File: src/rtl/vic_pkg.sv
// rtl/vic_pkg.sv - shared VIC-I register indices, reset values and address helpers
package vic_pkg;

  localparam logic [3:0] VIC_R0 = 4'h0;
  localparam logic [3:0] VIC_R1 = 4'h1;
  localparam logic [3:0] VIC_R2 = 4'h2;
  localparam logic [3:0] VIC_R3 = 4'h3;
  localparam logic [3:0] VIC_R4 = 4'h4;
  localparam logic [3:0] VIC_R5 = 4'h5;
  localparam logic [3:0] VIC_R6 = 4'h6;
  localparam logic [3:0] VIC_R7 = 4'h7;
  localparam logic [3:0] VIC_R8 = 4'h8;
  localparam logic [3:0] VIC_R9 = 4'h9;
  localparam logic [3:0] VIC_RA = 4'hA;
  localparam logic [3:0] VIC_RB = 4'hB;
  localparam logic [3:0] VIC_RC = 4'hC;
  localparam logic [3:0] VIC_RD = 4'hD;
  localparam logic [3:0] VIC_RE = 4'hE;
  localparam logic [3:0] VIC_RF = 4'hF;

  localparam logic [7:0] VIC_RST [16] = '{
    8'h0C, 8'h26, 8'h96, 8'hAE, 8'h00, 8'hF0, 8'h00, 8'h00,
    8'h00, 8'h00, 8'h00, 8'h00, 8'h00, 8'h00, 8'h00, 8'h1B
  };

  localparam logic [15:0] VIC_COLOR_BASE_LO = 16'h9400;
  localparam logic [15:0] VIC_COLOR_BASE_HI = 16'h9600;

  // Display controls held per frame: {R5, R2[7], RF, RE[7:4], R3[0]}
  localparam int VIC_DISP_W = 22;

  // VIC sees a 14-bit space; its top bit selects between CPU $0000 and $8000 halves
  function automatic logic [15:0] vic_to_cpu_addr(input logic [13:0] va);
    return {~va[13], 2'b00, va[12:0]};
  endfunction

  function automatic logic [VIC_DISP_W-1:0] vic_pack_disp(
    input logic [7:0] r5,
    input logic       r2_b7,
    input logic [7:0] rf,
    input logic [3:0] re_hi,
    input logic       r3_b0
  );
    return {r5, r2_b7, rf, re_hi, r3_b0};
  endfunction

endpackage

File: src/rtl/vic_shadow.sv
// rtl/vic_shadow.sv - frame-latched holding bank for display controls
module vic_shadow #(
  parameter int             W       = 1,
  parameter logic [W-1:0]   RST_VAL = '0,
  parameter bit             SHADOW  = 1'b1
) (
  input  logic         clk_i,
  input  logic         rst_ni,
  input  logic         frame_start_i,
  input  logic [W-1:0] d_i,
  output logic [W-1:0] q_o
);

  logic [W-1:0] hold_q;
  logic [W-1:0] hold_d;

  // take a fresh copy of the live controls only at the top of the frame
  always_comb begin
    hold_d = hold_q;
    if (frame_start_i) hold_d = d_i;
  end

  // reset wins over a coincident frame_start
  always_ff @(posedge clk_i) begin
    if (!rst_ni) hold_q <= RST_VAL;
    else         hold_q <= hold_d;
  end

  assign q_o = SHADOW ? hold_q : d_i;

endmodule

File: src/rtl/vic_regs.sv
// rtl/vic_regs.sv - VIC-I register file with frame-shadowed display outputs
module vic_regs
  import vic_pkg::*;
#(
  parameter bit SHADOW = 1'b1
) (
  input  logic        clk,
  input  logic        reset,
  input  logic [15:0] cpu_addr,
  input  logic [7:0]  cpu_din,
  input  logic        cpu_en,
  input  logic        cpu_we,
  output logic [7:0]  cpu_dout,
  output logic        vic_cs,
  input  logic        frame_start,
  input  logic [8:0]  raster,
  input  logic [7:0]  paddle_x,
  input  logic [7:0]  paddle_y,
  output logic [15:0] screen_addr,
  output logic [15:0] char_rom_addr,
  output logic [15:0] color_ram_addr,
  output logic [2:0]  border_color,
  output logic [3:0]  back_color,
  output logic [3:0]  aux_color,
  output logic        inverted,
  output logic        chars8x16,
  output logic [7:0]  snd_freq0,
  output logic [7:0]  snd_freq1,
  output logic [7:0]  snd_freq2,
  output logic [7:0]  snd_freq3,
  output logic [3:0]  volume
);

  localparam logic [VIC_DISP_W-1:0] DISP_RST =
    vic_pack_disp(VIC_RST[5], VIC_RST[2][7], VIC_RST[15], VIC_RST[14][7:4], VIC_RST[3][0]);

  logic [7:0] regs_q [16];
  logic [7:0] regs_d [16];
  logic [7:0] dout_q;
  logic [7:0] dout_d;
  logic [3:0] idx;
  logic       wr_en;
  logic       rd_en;
  logic       unused_addr_bits;

  logic [VIC_DISP_W-1:0] disp_live;
  logic [VIC_DISP_W-1:0] disp;

  // $9000-$900F mirrored across the whole $90xx page; address bits 7:4 are don't-care
  assign vic_cs           = (cpu_addr[15:8] == 8'h90);
  assign idx              = cpu_addr[3:0];
  assign wr_en            = cpu_en & cpu_we & vic_cs;
  assign rd_en            = cpu_en & ~cpu_we & vic_cs;
  assign unused_addr_bits = ^cpu_addr[7:4];

  // apply CPU writes, leaving the raster/light-pen/paddle slots untouched
  always_comb begin
    for (int i = 0; i < 16; i++) regs_d[i] = regs_q[i];
    if (wr_en) begin
      case (idx)
        VIC_R3:                              regs_d[VIC_R3] = {regs_q[VIC_R3][7], cpu_din[6:0]};
        VIC_R4, VIC_R6, VIC_R7, VIC_R8, VIC_R9: ;
        default:                             regs_d[idx] = cpu_din;
      endcase
    end
  end

  // read mux: live inputs substitute for the read-only registers
  always_comb begin
    dout_d = dout_q;
    if (rd_en) begin
      case (idx)
        VIC_R3:         dout_d = {raster[0], regs_q[VIC_R3][6:0]};
        VIC_R4:         dout_d = raster[8:1];
        VIC_R6, VIC_R7: dout_d = 8'h00;
        VIC_R8:         dout_d = paddle_x;
        VIC_R9:         dout_d = paddle_y;
        default:        dout_d = regs_q[idx];
      endcase
    end
  end

  // register bank and read-data latch
  always_ff @(posedge clk) begin
    if (!reset) begin
      for (int i = 0; i < 16; i++) regs_q[i] <= VIC_RST[i];
      dout_q <= 8'h00;
    end else begin
      for (int i = 0; i < 16; i++) regs_q[i] <= regs_d[i];
      dout_q <= dout_d;
    end
  end

  assign cpu_dout  = dout_q;

  assign disp_live = vic_pack_disp(regs_q[VIC_R5], regs_q[VIC_R2][7], regs_q[VIC_RF],
                                   regs_q[VIC_RE][7:4], regs_q[VIC_R3][0]);

  vic_shadow #(
    .W       (VIC_DISP_W),
    .RST_VAL (DISP_RST),
    .SHADOW  (SHADOW)
  ) u_shadow (
    .clk_i         (clk),
    .rst_ni        (reset),
    .frame_start_i (frame_start),
    .d_i           (disp_live),
    .q_o           (disp)
  );

  // unpack {R5, R2[7], RF, RE[7:4], R3[0]}
  assign screen_addr    = vic_to_cpu_addr({disp[21:18], disp[13], 9'b0});
  assign char_rom_addr  = vic_to_cpu_addr({disp[17:14], 10'b0});
  assign color_ram_addr = disp[13] ? VIC_COLOR_BASE_HI : VIC_COLOR_BASE_LO;
  assign border_color   = disp[7:5];
  assign inverted       = disp[8];
  assign back_color     = disp[12:9];
  assign aux_color      = disp[4:1];
  assign chars8x16      = disp[0];

  // audio follows the registers directly
  assign snd_freq0 = regs_q[VIC_RA];
  assign snd_freq1 = regs_q[VIC_RB];
  assign snd_freq2 = regs_q[VIC_RC];
  assign snd_freq3 = regs_q[VIC_RD];
  assign volume    = regs_q[VIC_RE][3:0];

endmodule
File: config.mk
export PLATFORM = sky130hd
export DESIGN_NAME = vic_regs
export DESIGN_NICKNAME = d
export VERILOG_FILES = /design/src/rtl/vic_pkg.sv /design/src/rtl/vic_shadow.sv /design/src/rtl/vic_regs.sv
export SDC_FILE = /design/constraint.sdc
export NUM_CORES = 1
export LEC_CHECK = 0
export CAP_MARGIN = 20
export CELL_PAD_IN_SITES_DETAIL_PLACEMENT = 1
export CELL_PAD_IN_SITES_GLOBAL_PLACEMENT = 1
export CORE_MARGIN = 5
export CORE_UTILIZATION = 34
export DETAILED_ROUTE_END_ITERATION = 6
export GPL_TIMING_DRIVEN = 0
export PLACE_DENSITY = 0.78
export SLEW_MARGIN = 15
export SYNTH_ARGS = -nofsm -noshare
export SYNTH_HDL_FRONTEND = slang
export SYNTH_HIERARCHICAL = 1
export SYNTH_SLANG_ARGS = --single-unit
File: constraint.sdc
create_clock -name clk -period 1.8 [get_ports clk]
set_input_delay 0.36 -clock clk [delete_from_list [all_inputs] [get_ports clk]]
set_output_delay 0.36 -clock clk [all_outputs]
set_load 0.02 [all_outputs]
=== Word-level counts from Yosys, hierarchy flattened ===
Memories as Yosys holds them, arrays and structs flattened. A register that Yosys moved wholly into a read port is not among the register bits.
Cells that the tools add are included.

* Memories: 1
* Input bits: 54
* Register bits after elaboration: 30
* Logic and storage cells: 70
* Output and inout bits: 106
* RAM bits: 128

* $lt $le $gt $ge: 2
* Muxes and demuxes: 27
* Equal/unequal tests: 7
* Reduce and logical (&&, ||, !) cells: 7
* Bitwise gates (word level): 24

{| class="wikitable"
|+ Memories
! memory !! words !! bits a word !! read ports !! clocked after Yosys merged registers in !! wr ports !! line !! text
|-
| regs_q || 16 || 8 || 20 || 3 || 16 || vic_regs.sv:37 || <nowiki>logic [7:0] regs_q [16];</nowiki>
|}

{| class="wikitable"
|+ Operator list
! cell !! count
|-
| 2-to-1 mux 8 bit || 17
|-
| bitwise mux 128 bit || 1
|-
| 2-to-1 mux 128 bit || 1
|-
| 2-to-1 mux 96 bit || 1
|-
| one-hot mux 8 bit (5 select lines) || 1
|-
| demux 8 bit (select 4 bit) || 1
|-
| 2-to-1 mux 24 bit || 1
|-
| bitwise OR 1 bit || 16
|-
| one-hot mux 8 bit (2 select lines) || 1
|-
| == test 4 x 3 -> 1 bit (second input constant) || 3
|-
| 2-to-1 mux 10 bit || 1
|-
| == test 4 bit (second input constant) || 2
|-
| == test 8 bit (second input constant) || 1
|-
| OR reduction 6 bit || 1
|-
| >= comparator 5 bit (second input constant) || 1
|-
| < comparator 5 x 1 -> 1 bit (second input constant) || 1
|-
| inverter 4 -> 5 bit || 1
|-
| OR reduction 5 bit || 1
|-
| AND 1 bit || 4
|-
| == test 4 x 2 -> 1 bit (second input constant) || 1
|-
| zero test 1 bit || 3
|-
| inverter 1 bit || 3
|-
| 2-to-1 mux 1 bit || 2
|-
| OR reduction 2 bit || 1
|-
| logical AND 1 bit || 1
|}

=== Longest topological paths before layout ===
Gate-level depths: netlist of the first run.

* Word-level depth: 9
* Gate-level depth with buffers: 7
* Depth with buffers taken out: 5

=== Cells and area by module ===
The synthesis of the first run kept the hierarchy.

{| class="wikitable"
|+ By module, submodules not included
! module !! instances !! area each (um^2) !! cells an instance !! sequential area each (um^2)
|-
| vic_regs || 1 || 5913.2 || 589 || 2522.4
|-
| vic_shadow || 1 || 834.6 || 71 || 440.4
|}

=== Least setup slack after synthesis of the first run ===
No wires, ideal clock.

* Path type: input to register
* Start point: in cpu_addr[9]
* End point: reg dout_q[2], in the netlist cpu_dout[2]
* Arrival time: 1894 ps
* Setup time: 63 ps
* Data required time: 1737 ps
* Path buffers: 1
* Setup slack: -157 ps
* Stages on the path: 5
* Path through: or4_4 nor2_1 and4_1 clkbuf_1 a32o_1

* Longest elaborated chain between the ends: 2

{| class="wikitable"
|+ RTL lines
! what !! line !! text
|-
| start, declared || vic_regs.sv:9 || <nowiki>input logic [15:0] cpu_addr,</nowiki>
|-
| == test 8 bit || vic_regs.sv:50 || <nowiki>assign vic_cs = (cpu_addr[15:8] == 8'h90);</nowiki>
|-
| via vic_cs || vic_regs.sv:14 || <nowiki>output logic vic_cs,</nowiki>
|-
| AND 1 bit || vic_regs.sv:53 || <nowiki>assign rd_en = cpu_en & ~cpu_we & vic_cs;</nowiki>
|-
| end signal, assigned || vic_regs.sv:90 || <nowiki>dout_q <= dout_d;</nowiki>
|-
| end, declared || vic_regs.sv:39 || <nowiki>logic [7:0] dout_q;</nowiki>
|}

The timed path passes the listed nets, and every way through them passes these cells.
A chain may end at the register's enable or synchronous reset.

=== Worst setup path after layout of the first run ===
* Start point: in cpu_addr[11]
* End point: out vic_cs

* Longest elaborated chain between the ends: 1

{| class="wikitable"
|+ RTL lines
! what !! line
|-
| == test 8 bit || vic_regs.sv:50
|-
| end, declared || vic_regs.sv:14
|}

Every way passes these cells.

==> metrics.txt, run 1 <==
CTS tree yes; total CTS buffers 17; Post-DRT Antenna Nets 0; Seq cells post-synth 148; CP startpoint cpu_addr[11]; cts hold-fix bufs 0; arrival time worst endpoint 1410 ps; critical path class input port to output pin; worst-skew pair later-pin latency 430 ps; ANT cells 0; R2R Setup Slk 80 ps; RSZ-0062 raised after global routing true; mean post-synth cell area 10.2 um^2; Pleak 4.29 nW; Chip Height 151 um; WL per Instance 21.8 um; routability cong. 0.872; Starting Density 34.6%; endpoints failing hold 0; Layout area overhead 39.6%; initial antenna violation count 0; Hold Path Class input port to flip-flop; clock transition at the registers of the reported paths 60 ps; largest net degree at the start of global routing 17; core area 19500 um^2; hold_sp frame_start; Crit Path Max Fanout 3; vias in the first global route 6121; first-pass GRT wire length 36800 um; Syn. warnings 6; max-cap violations 0; # setup viols final 0; Finished Layout Cells 1129; Die X 151 um; Period minus WS final 1770 ps; DRC viols 0; Pre-Repair DR Iteration Count 5; Slew @ Worst Pin 640 ps; outcome completed; via count 5889; die area 22800 um^2; Setup crit end kind output pin; placed cells 1077; area leader, netlist dfxtp_1; relative slew slack 57.2%; worst r2r src regs_q[11][6]; Seq/Total Area, Yosys 43.9%; H-tree levels 4; type of origin of the critical path input port; skew final 7.12 ps; most frequent cells in the layout dfxtp_1 (148), mux2i_1 (68), buf_4 (57), clkdlybuf4s50_1 (57), nand3_1 (56); commonest non-fill, non-tap cell in the layout dfxtp_1; total grt overflow 0; initial drt markers 363; layout cells sized above 1 22.7%; post-synthesis cell type count 48; Worst EP required 1440 ps; Nets 906; Yosys top cell area share 43.9%; Slew Viols, Final 0; detailed-route wire length 24600 um; Worst IR Drop VDD 0.700 mV; cells after synthesis 660; Ports 160; Via density 5.22; CTS max path bufs 2; # rows 51; GRT Util Overall 21.6%; Synth area leaders dfxtp_1 (44%), mux2i_1 (10%), mux4_2 (5.7%), buf_4 (4.9%), o21ai_0 (4.7%); setup tns final 0 ps; Root Buffer clkbuf_16; fin crit share 98.4%; Peak Freq 565 MHz; P per Cell Area 861 nW/um^2; PortBufs 116; Final HPWL DP 17300 um; mapped cell area 6750 um^2; Num Clock Sinks 148
==> cell families after synthesis <==
logic type | count (synthesis) | share of synthesized area (%)
AND/OR/NAND/NOR | 204 | 17.7
flip-flops | 148 | 43.9
AO/OA/AOI/OAI | 118 | 11.1
multiplexers | 95 | 17.4
buffers and inverters | 93 | 9.75
other | 2 | 0.111
==> flip-flops by register name, summed over array words and instances (netlist names) <==
name and count:
cpu_dout 8, regs_q 118, u_shadow/q_o 22
==> per-layer routing <==
layer	global-route usage, %	routed length [um]
met1	28.1	10700
met2	34.9	11300
met3	6.52	2010
met4	6.35	529
met5	0	0
==> Yosys cell counts, drive strengths merged <==
cell     number
dfxtp       148
and4          1
a32oi         3
nand4bb       1
o32a          1
nand3        64
clkbuf       18
o31ai         1
a22o          1
nand2b        2
a21o          5
a31oi         8
and2b         2
mux2i        68
buf          70
a221oi        8
nor2b        17
o21ai        68
a22oi         7
o22ai         5
nor3          3
nand2        48
a32o          8
inv           5
or4           1
and2         34
o32ai         1
a21oi         2
nand4         9
nor2         20
mux4         17
mux2         10
or2           1
and3          1
conb          2
==> final cells by class <==
cell class              count  area (um^2)
fillers                  2179        10100
flip-flops and latches    148         2960
multi-input cells         455         3390
clock buffers              19          433
repair buffers            138         1350
clock inverters            12          226
well taps                 265          332
plain buffers              87          703
inverters                   5         18.8
==> power breakdown <==
group | switching [mW] | internal (mW) | leakage [nW] | total [mW]
registers | 0.000149 | 3.28 | 1.19 | 3.28
logic | 0.467 | 0.342 | 2.78 | 0.809
clock network | 1.43 | 2.60 | 0.314 | 4.03
==> worst max-delay path, cell delays in order <==
cell and delay [ps]:
buf_6 90, or4_4 550, buf_4 160, nor2_4 120, buf_6 130
==> path summary, 6_finish.rpt <==
check / end / depth (start not counted)
max: vic_cs / 5
min: u_shadow/q_o[1] / 3
max reg2reg: cpu_dout[6] / 4
min reg2reg: regs_q[3][7] / 1
==> through the flow <==
step           area, um^2  hold WS (ps)  util, %  setup WS (ps)  power [mW]
3_3_place_gp         8390           420     43.0           -979        4.07
4_1_cts              9360           241     48.0          0.179        8.12
5_1_grt              9420           242     48.2          -23.1        8.36
2_1_floorplan        6890           405        -          -31.6        3.81
3_5_place_dp         8390           429     43.0          -1010        4.08
6_report             9420           255     48.2           29.7        8.11
==> timing repair <==
item | CTS | global route
resized for setup | 126 | 33
endpoints found under the setup margin | 125 | 94
gates cloned | 6 | 1
pin swaps | 7 | 3
setup buffers | 12 | 4
No activity file was read; power rests on OpenSTA's default activity.
==> run 2: changes to the inputs <==
Settings changed: CORE_UTILIZATION 34 to 38, PLACE_DENSITY 0.78 to 0.83.
Clock period 1.8 ns to 1.65 ns, I/O delays scaled along.
==> run 2 against run 1 <==
The flow now finishes with violations (setup timing). Clock power fell by 3%. Setup slack worse by 160 ps. Via count up 6.0%. Flip-flop and latch count stayed put. Worst hold slack got worse by 45 ps. Cell count fell by 2.4%. Design area rose by 3.5%. Critical path type is now input port to flip-flop. Highest routed layer unchanged.
==> metrics.txt, run 2 (synthesis gave the netlist of run 1 again) <==
Cell Area, Placed 8430 um^2 (was 8390 um^2); GRT Util Overall 26.8% (was 21.6%); # setup viols final 27 (was 0); arrival time worst endpoint 2080 ps (was 1410 ps); CP Buf/Inv Count 4 (was 3); placed cells 1037 (was 1077); CTS max path bufs 2 (unchanged); ANT cells 0 (unchanged); die area 20500 um^2 (was 22800 um^2); core area 17400 um^2 (was 19500 um^2); first-pass GRT wire length 40800 um (was 36800 um); Finished Layout Cells 1102 (was 1129); relative slew slack 63.0% (was 57.2%); Period minus WS final 1780 ps; highest cell delay on the worst timing path 550 ps (about the same); violated checks setup timing; Final HPWL DP 16900 um (was 17300 um); Chip Height 143 um (was 151 um); Post-DRT Antenna Nets 0 (unchanged); overall power 8.42 mW (was 8.11 mW); Pre-Repair DR Iteration Count 5 (unchanged); Ports 160 (unchanged); DRC viols 0 (unchanged); Starting Density 38.9% (was 34.6%); Peak Freq 563 MHz; commonest non-fill, non-tap cell in the layout dfxtp_1 (unchanged); Hold Path Class input port to flip-flop (unchanged); Crit Path Max Fanout 5 (was 3); max reg flops 118 (unchanged); Crit-path slowest cell or4_4 (unchanged); vias in the first global route 6660 (was 6121); fin util 56.2% (was 48.2%); initial antenna violation count 0 (unchanged); total CTS buffers 17 (unchanged); delay-heaviest family, CP simple AND/OR/NAND/NOR gates (unchanged); detailed-route wire length 27800 um (was 24600 um); Pleak 4.32 nW (was 4.29 nW); Place WS -1140 ps (was -1010 ps); Worst EP required 1950 ps (was 1440 ps); P per Cell Area 863 nW/um^2 (was 861 nW/um^2); clock transition at the registers of the reported paths 60 ps (about the same); Min Hold Slack 211 ps (was 255 ps); Num Clock Sinks 148 (unchanged); setup tns final -751 ps (was 0 ps); Die X 143 um (was 151 um); worst-skew pair later-pin latency 440 ps (was 430 ps); fillers 1873 (was 2179); Most flops, register regs_q (unchanged); Slew @ Worst Pin 552 ps (was 640 ps); worst-path cell chain buf_6 -> or4_4 -> nor3_4 -> buf_6 -> buf_12 -> nand4_4 -> buf_12 -> mux2i_2 -> nand2_1 (was buf_6 -> or4_4 -> buf_4 -> nor2_4 -> buf_6); R2R Setup Slk 20 ps (was 80 ps); Via density 5.67 (was 5.22); largest net degree at the start of global routing 17 (unchanged); Layout area overhead 44.5% (was 39.6%); Worst IR Drop VDD 0.812 mV (was 0.700 mV); Nets 918 (was 906); PortBufs 116 (unchanged); WL per Instance 25.3 um (was 21.8 um); Setup crit end kind flip-flop (was output pin); routability cong. 0.858 (was 0.872); CTS tree yes (unchanged); skew final 14.2 ps (was 7.12 ps); most frequent cells in the layout dfxtp_1 (148), dlygate4sd2_1 (72), mux2i_1 (61), buf_4 (61), nand2_1 (44) (was dfxtp_1 (148), mux2i_1 (68), buf_4 (57), clkdlybuf4s50_1 (57), nand3_1 (56)); Slew Viols, Final 0 (unchanged); fin crit share 108%; critical path class input port to flip-flop (was input port to output pin); # rows 48 (was 51); via count 6245 (was 5889); Register Area 2960 um^2 (unchanged); Root Buffer clkbuf_16 (unchanged); endpoints failing hold 0 (unchanged); initial drt markers 494 (was 363); max-cap violations 0 (unchanged); Final Instance Area 9750 um^2 (was 9420 um^2); Multi-input gate area 3640 um^2 (was 3390 um^2); outcome finished with violations (was completed); type of origin of the critical path input port (unchanged); Setup WS post-layout -127 ps (was 29.7 ps); H-tree levels 4 (unchanged); layout cells sized above 1 30.4% (was 22.7%); total grt overflow 0 (unchanged); cts hold-fix bufs 0 (unchanged); RSZ-0062 raised after global routing true (unchanged)
[run 2: cell count changes in the layout (fill, tap and decap cells not counted), moves of 18 or more]
cell,previous run,this run
o21ai_2,0,18
clkdlybuf4s50_1,57,34
nand3_2,6,28
o21ai_0,45,11
nand3_1,56,34
dlygate4sd2_1,35,72
[run 2: repair_timing]
action	in CTS	in global routing
endpoints found under the setup margin	179	102
setup buffers	20	8
resized for setup	192	53
gates cloned	9	0
pin swaps	19	3
[run 2: cell type report]
type,count,share of cell area (%)
Multi-Input combinational cell,455,37.3
Sequential cell,148,30.4
Timing Repair Buffer,150,15.3
Buffer,87,8.02
Clock buffer,21,4.62
Tap cell,225,2.89
Clock inverter,11,1.28
Inverter,5,0.192
[run 2: power breakdown]
part | switching (mW) | internal (mW) | leakage [nW]
registers | 0.000178 | 3.57 | 1.19
clock network | 1.64 | 2.27 | 0.278
logic | 0.549 | 0.384 | 2.85
total | 2.19 | 6.23 | 4.32
[run 2: worst paths after layout]
path                                    start               to  cells after the start
worst max-delay path              cpu_addr[9]    regs_q[15][1]                      9
worst min-delay path              frame_start  u_shadow/q_o[0]                      3
worst max register to register  regs_q[13][0]      cpu_dout[0]                      4
worst min register to register   regs_q[7][3]     regs_q[7][3]                      1
[run 2: worst min-delay path: cells and delay by family]
kind                   cells  cell delay, ps
buffers and inverters      1             110
multiplexers               1              70
AND/OR/NAND/NOR            1             100
[run 2: per-layer routing]
layer  track usage (%)  part of all wire (%)  up-vias
li1                  -                     -     2710
met1              32.2                    39     3052
met2              44.4                    48      383
met3              7.64                   8.1      100
met4              12.7                   4.8        0
met5                 0                     0        -
==> run 3: changes to the inputs <==
Settings changed: REMOVE_ABC_BUFFERS from default to 1.
==> run 3 against run 2 <==
The flow still finishes with violations (setup timing). Routed wire length down 17%. Utilization down 5.3 points. Critical path depth unchanged. Total power down 0.73%. Register-to-register slack better by 40 ps. Largest cell class unchanged. Clock skew down 7.4 ps.
==> metrics.txt, run 3 (synthesis gave the netlist of run 1 again) <==
outcome finished with violations (unchanged); violated checks setup timing (unchanged); ANT cells 0 (unchanged); Num Clock Sinks 148 (unchanged); core area 17400 um^2 (unchanged); worst-skew pair later-pin latency 440 ps (about the same); max-cap violations 0 (unchanged); overall power 8.36 mW (was 8.42 mW); Root Buffer clkbuf_16 (unchanged); fin crit share 111% (was 108%); layout cells sized above 1 18.7% (was 30.4%); Layout area overhead 30.9% (was 44.5%); Hold Path Class input port to flip-flop (unchanged); Final HPWL DP 13700 um (was 16900 um); max reg flops 118 (unchanged); skew final 6.81 ps (was 14.2 ps); RSZ-0062 raised after global routing true (unchanged); Worst IR Drop VDD 0.746 mV (was 0.812 mV); vias in the first global route 5856 (was 6660); initial antenna violation count 0 (unchanged); DRC viols 0 (unchanged); cts hold-fix bufs 0 (unchanged); # rows 48 (unchanged); relative slew slack 49.6% (was 63.0%); total grt overflow 0 (unchanged); Setup WS post-layout -176 ps (was -127 ps); initial drt markers 475 (was 494); WL per Instance 22.8 um (was 25.3 um); Post-DRT Antenna Nets 0 (unchanged); Pleak 3.81 nW (was 4.32 nW); Min Hold Slack 157 ps (was 211 ps); type of origin of the critical path input port (unchanged); Starting Density 38.9% (unchanged); Worst EP required 1960 ps (was 1950 ps); Slew Viols, Final 0 (unchanged); commonest non-fill, non-tap cell in the layout dfxtp_1 (unchanged); Setup crit end kind flip-flop (unchanged); endpoints failing hold 0 (unchanged); Ports 160 (unchanged); CTS max path bufs 2 (unchanged); GRT Util Overall 22.3% (was 26.8%); die area 20500 um^2 (unchanged); largest net degree at the start of global routing 115 (was 17); clock transition at the registers of the reported paths 60 ps (about the same); Peak Freq 548 MHz (was 563 MHz); PortBufs 117 (was 116); critical path class input port to flip-flop (unchanged); total CTS buffers 17 (unchanged); Chip Height 143 um (unchanged); most frequent cells in the layout dfxtp_1 (148), dlygate4sd2_1 (72), mux2i_1 (65), nand3_1 (52), o21ai_0 (48) (was dfxtp_1 (148), dlygate4sd2_1 (72), mux2i_1 (61), buf_4 (61), nand2_1 (44)); arrival time worst endpoint 2140 ps (was 2080 ps); detailed-route wire length 23000 um (was 27800 um); H-tree levels 4 (unchanged); Slew @ Worst Pin 756 ps (was 552 ps); Via density 5.57 (was 5.67); Period minus WS final 1830 ps (was 1780 ps); P per Cell Area 946 nW/um^2 (was 863 nW/um^2); routability cong. 0.759 (was 0.858); Finished Layout Cells 1013 (was 1102); # setup viols final 60 (was 27); CTS tree yes (unchanged); placed cells 954 (was 1037); Die X 143 um (unchanged); R2R depth 4 (unchanged); first-pass GRT wire length 34300 um (was 40800 um); Crit Path Max Fanout 8 (was 5); Pre-Repair DR Iteration Count 5 (unchanged); Most flops, register regs_q (unchanged); hold depth 2 (was 3); Nets 829 (was 918); via count 5639 (was 6245)
## run 3: timing repair
item,4_1_cts,5_1_grt
endpoints found under the hold margin,0,0
cloned,4,0
gates resized for setup,136,33
setup buffers,17,6
pin swaps,14,3
endpoints found under the setup margin,163,85
## run 3: final cells by class
cell class | instances | area [um^2]
Inverter | 5 | 26.3
Sequential cell | 148 | 2960
Clock inverter | 12 | 154
Tap cell | 225 | 282
Multi-Input combinational cell | 457 | 3460
Clock buffer | 20 | 457
Fill cell | 1918 | 8530
Timing Repair Buffer | 146 | 1490
## run 3: worst paths after layout
check	slack, ps	end	startpoint
min reg2reg	460	regs_q[7][6]	regs_q[7][6]
min	160	u_shadow/q_o[6]	reset
max	-180	regs_q[2][3]	cpu_addr[11]
max reg2reg	60	cpu_dout[6]	regs_q[15][6]
## run 3: power breakdown
group	total, mW	internal, mW	switching [mW]
logic	0.757	0.281	0.476
registers	3.57	3.57	0.000159
clock network	4.03	2.46	1.57
## run 3: worst max-delay path, stage by stage
cell     delay [ps]
buf_6            90
or4_4           550
nor3_4          220
buf_12          160
buf_6           110
buf_6            90
nand3_4         180
mux2i_1         310
nor2_1          110
## run 3: per-stage QoR
stage,setup slack (ps),TNS [ps],util (%),cell area [um^2]
finish,-176,-3050,50.9,8830
global route,-178,-4890,50.9,8830
CTS,-43.3,-187,49.9,8660
detailed placement,-1950,-137080,44.7,7760
global placement,-5440,-500670,44.3,7700
floorplan,-860,-54890,-,6240
## run 3: metal layers
metal | GRT usage (%) | routed length [um] | up-vias | share of wire (%)
met5 | 0 | 0 | - | 0
met3 | 5.36 | 1620 | 41 | 7.0
li1 | - | - | 2527 | -
met4 | 8.77 | 583 | 0 | 2.5
met1 | 27.2 | 9350 | 2817 | 41
met2 | 38.0 | 11500 | 254 | 50
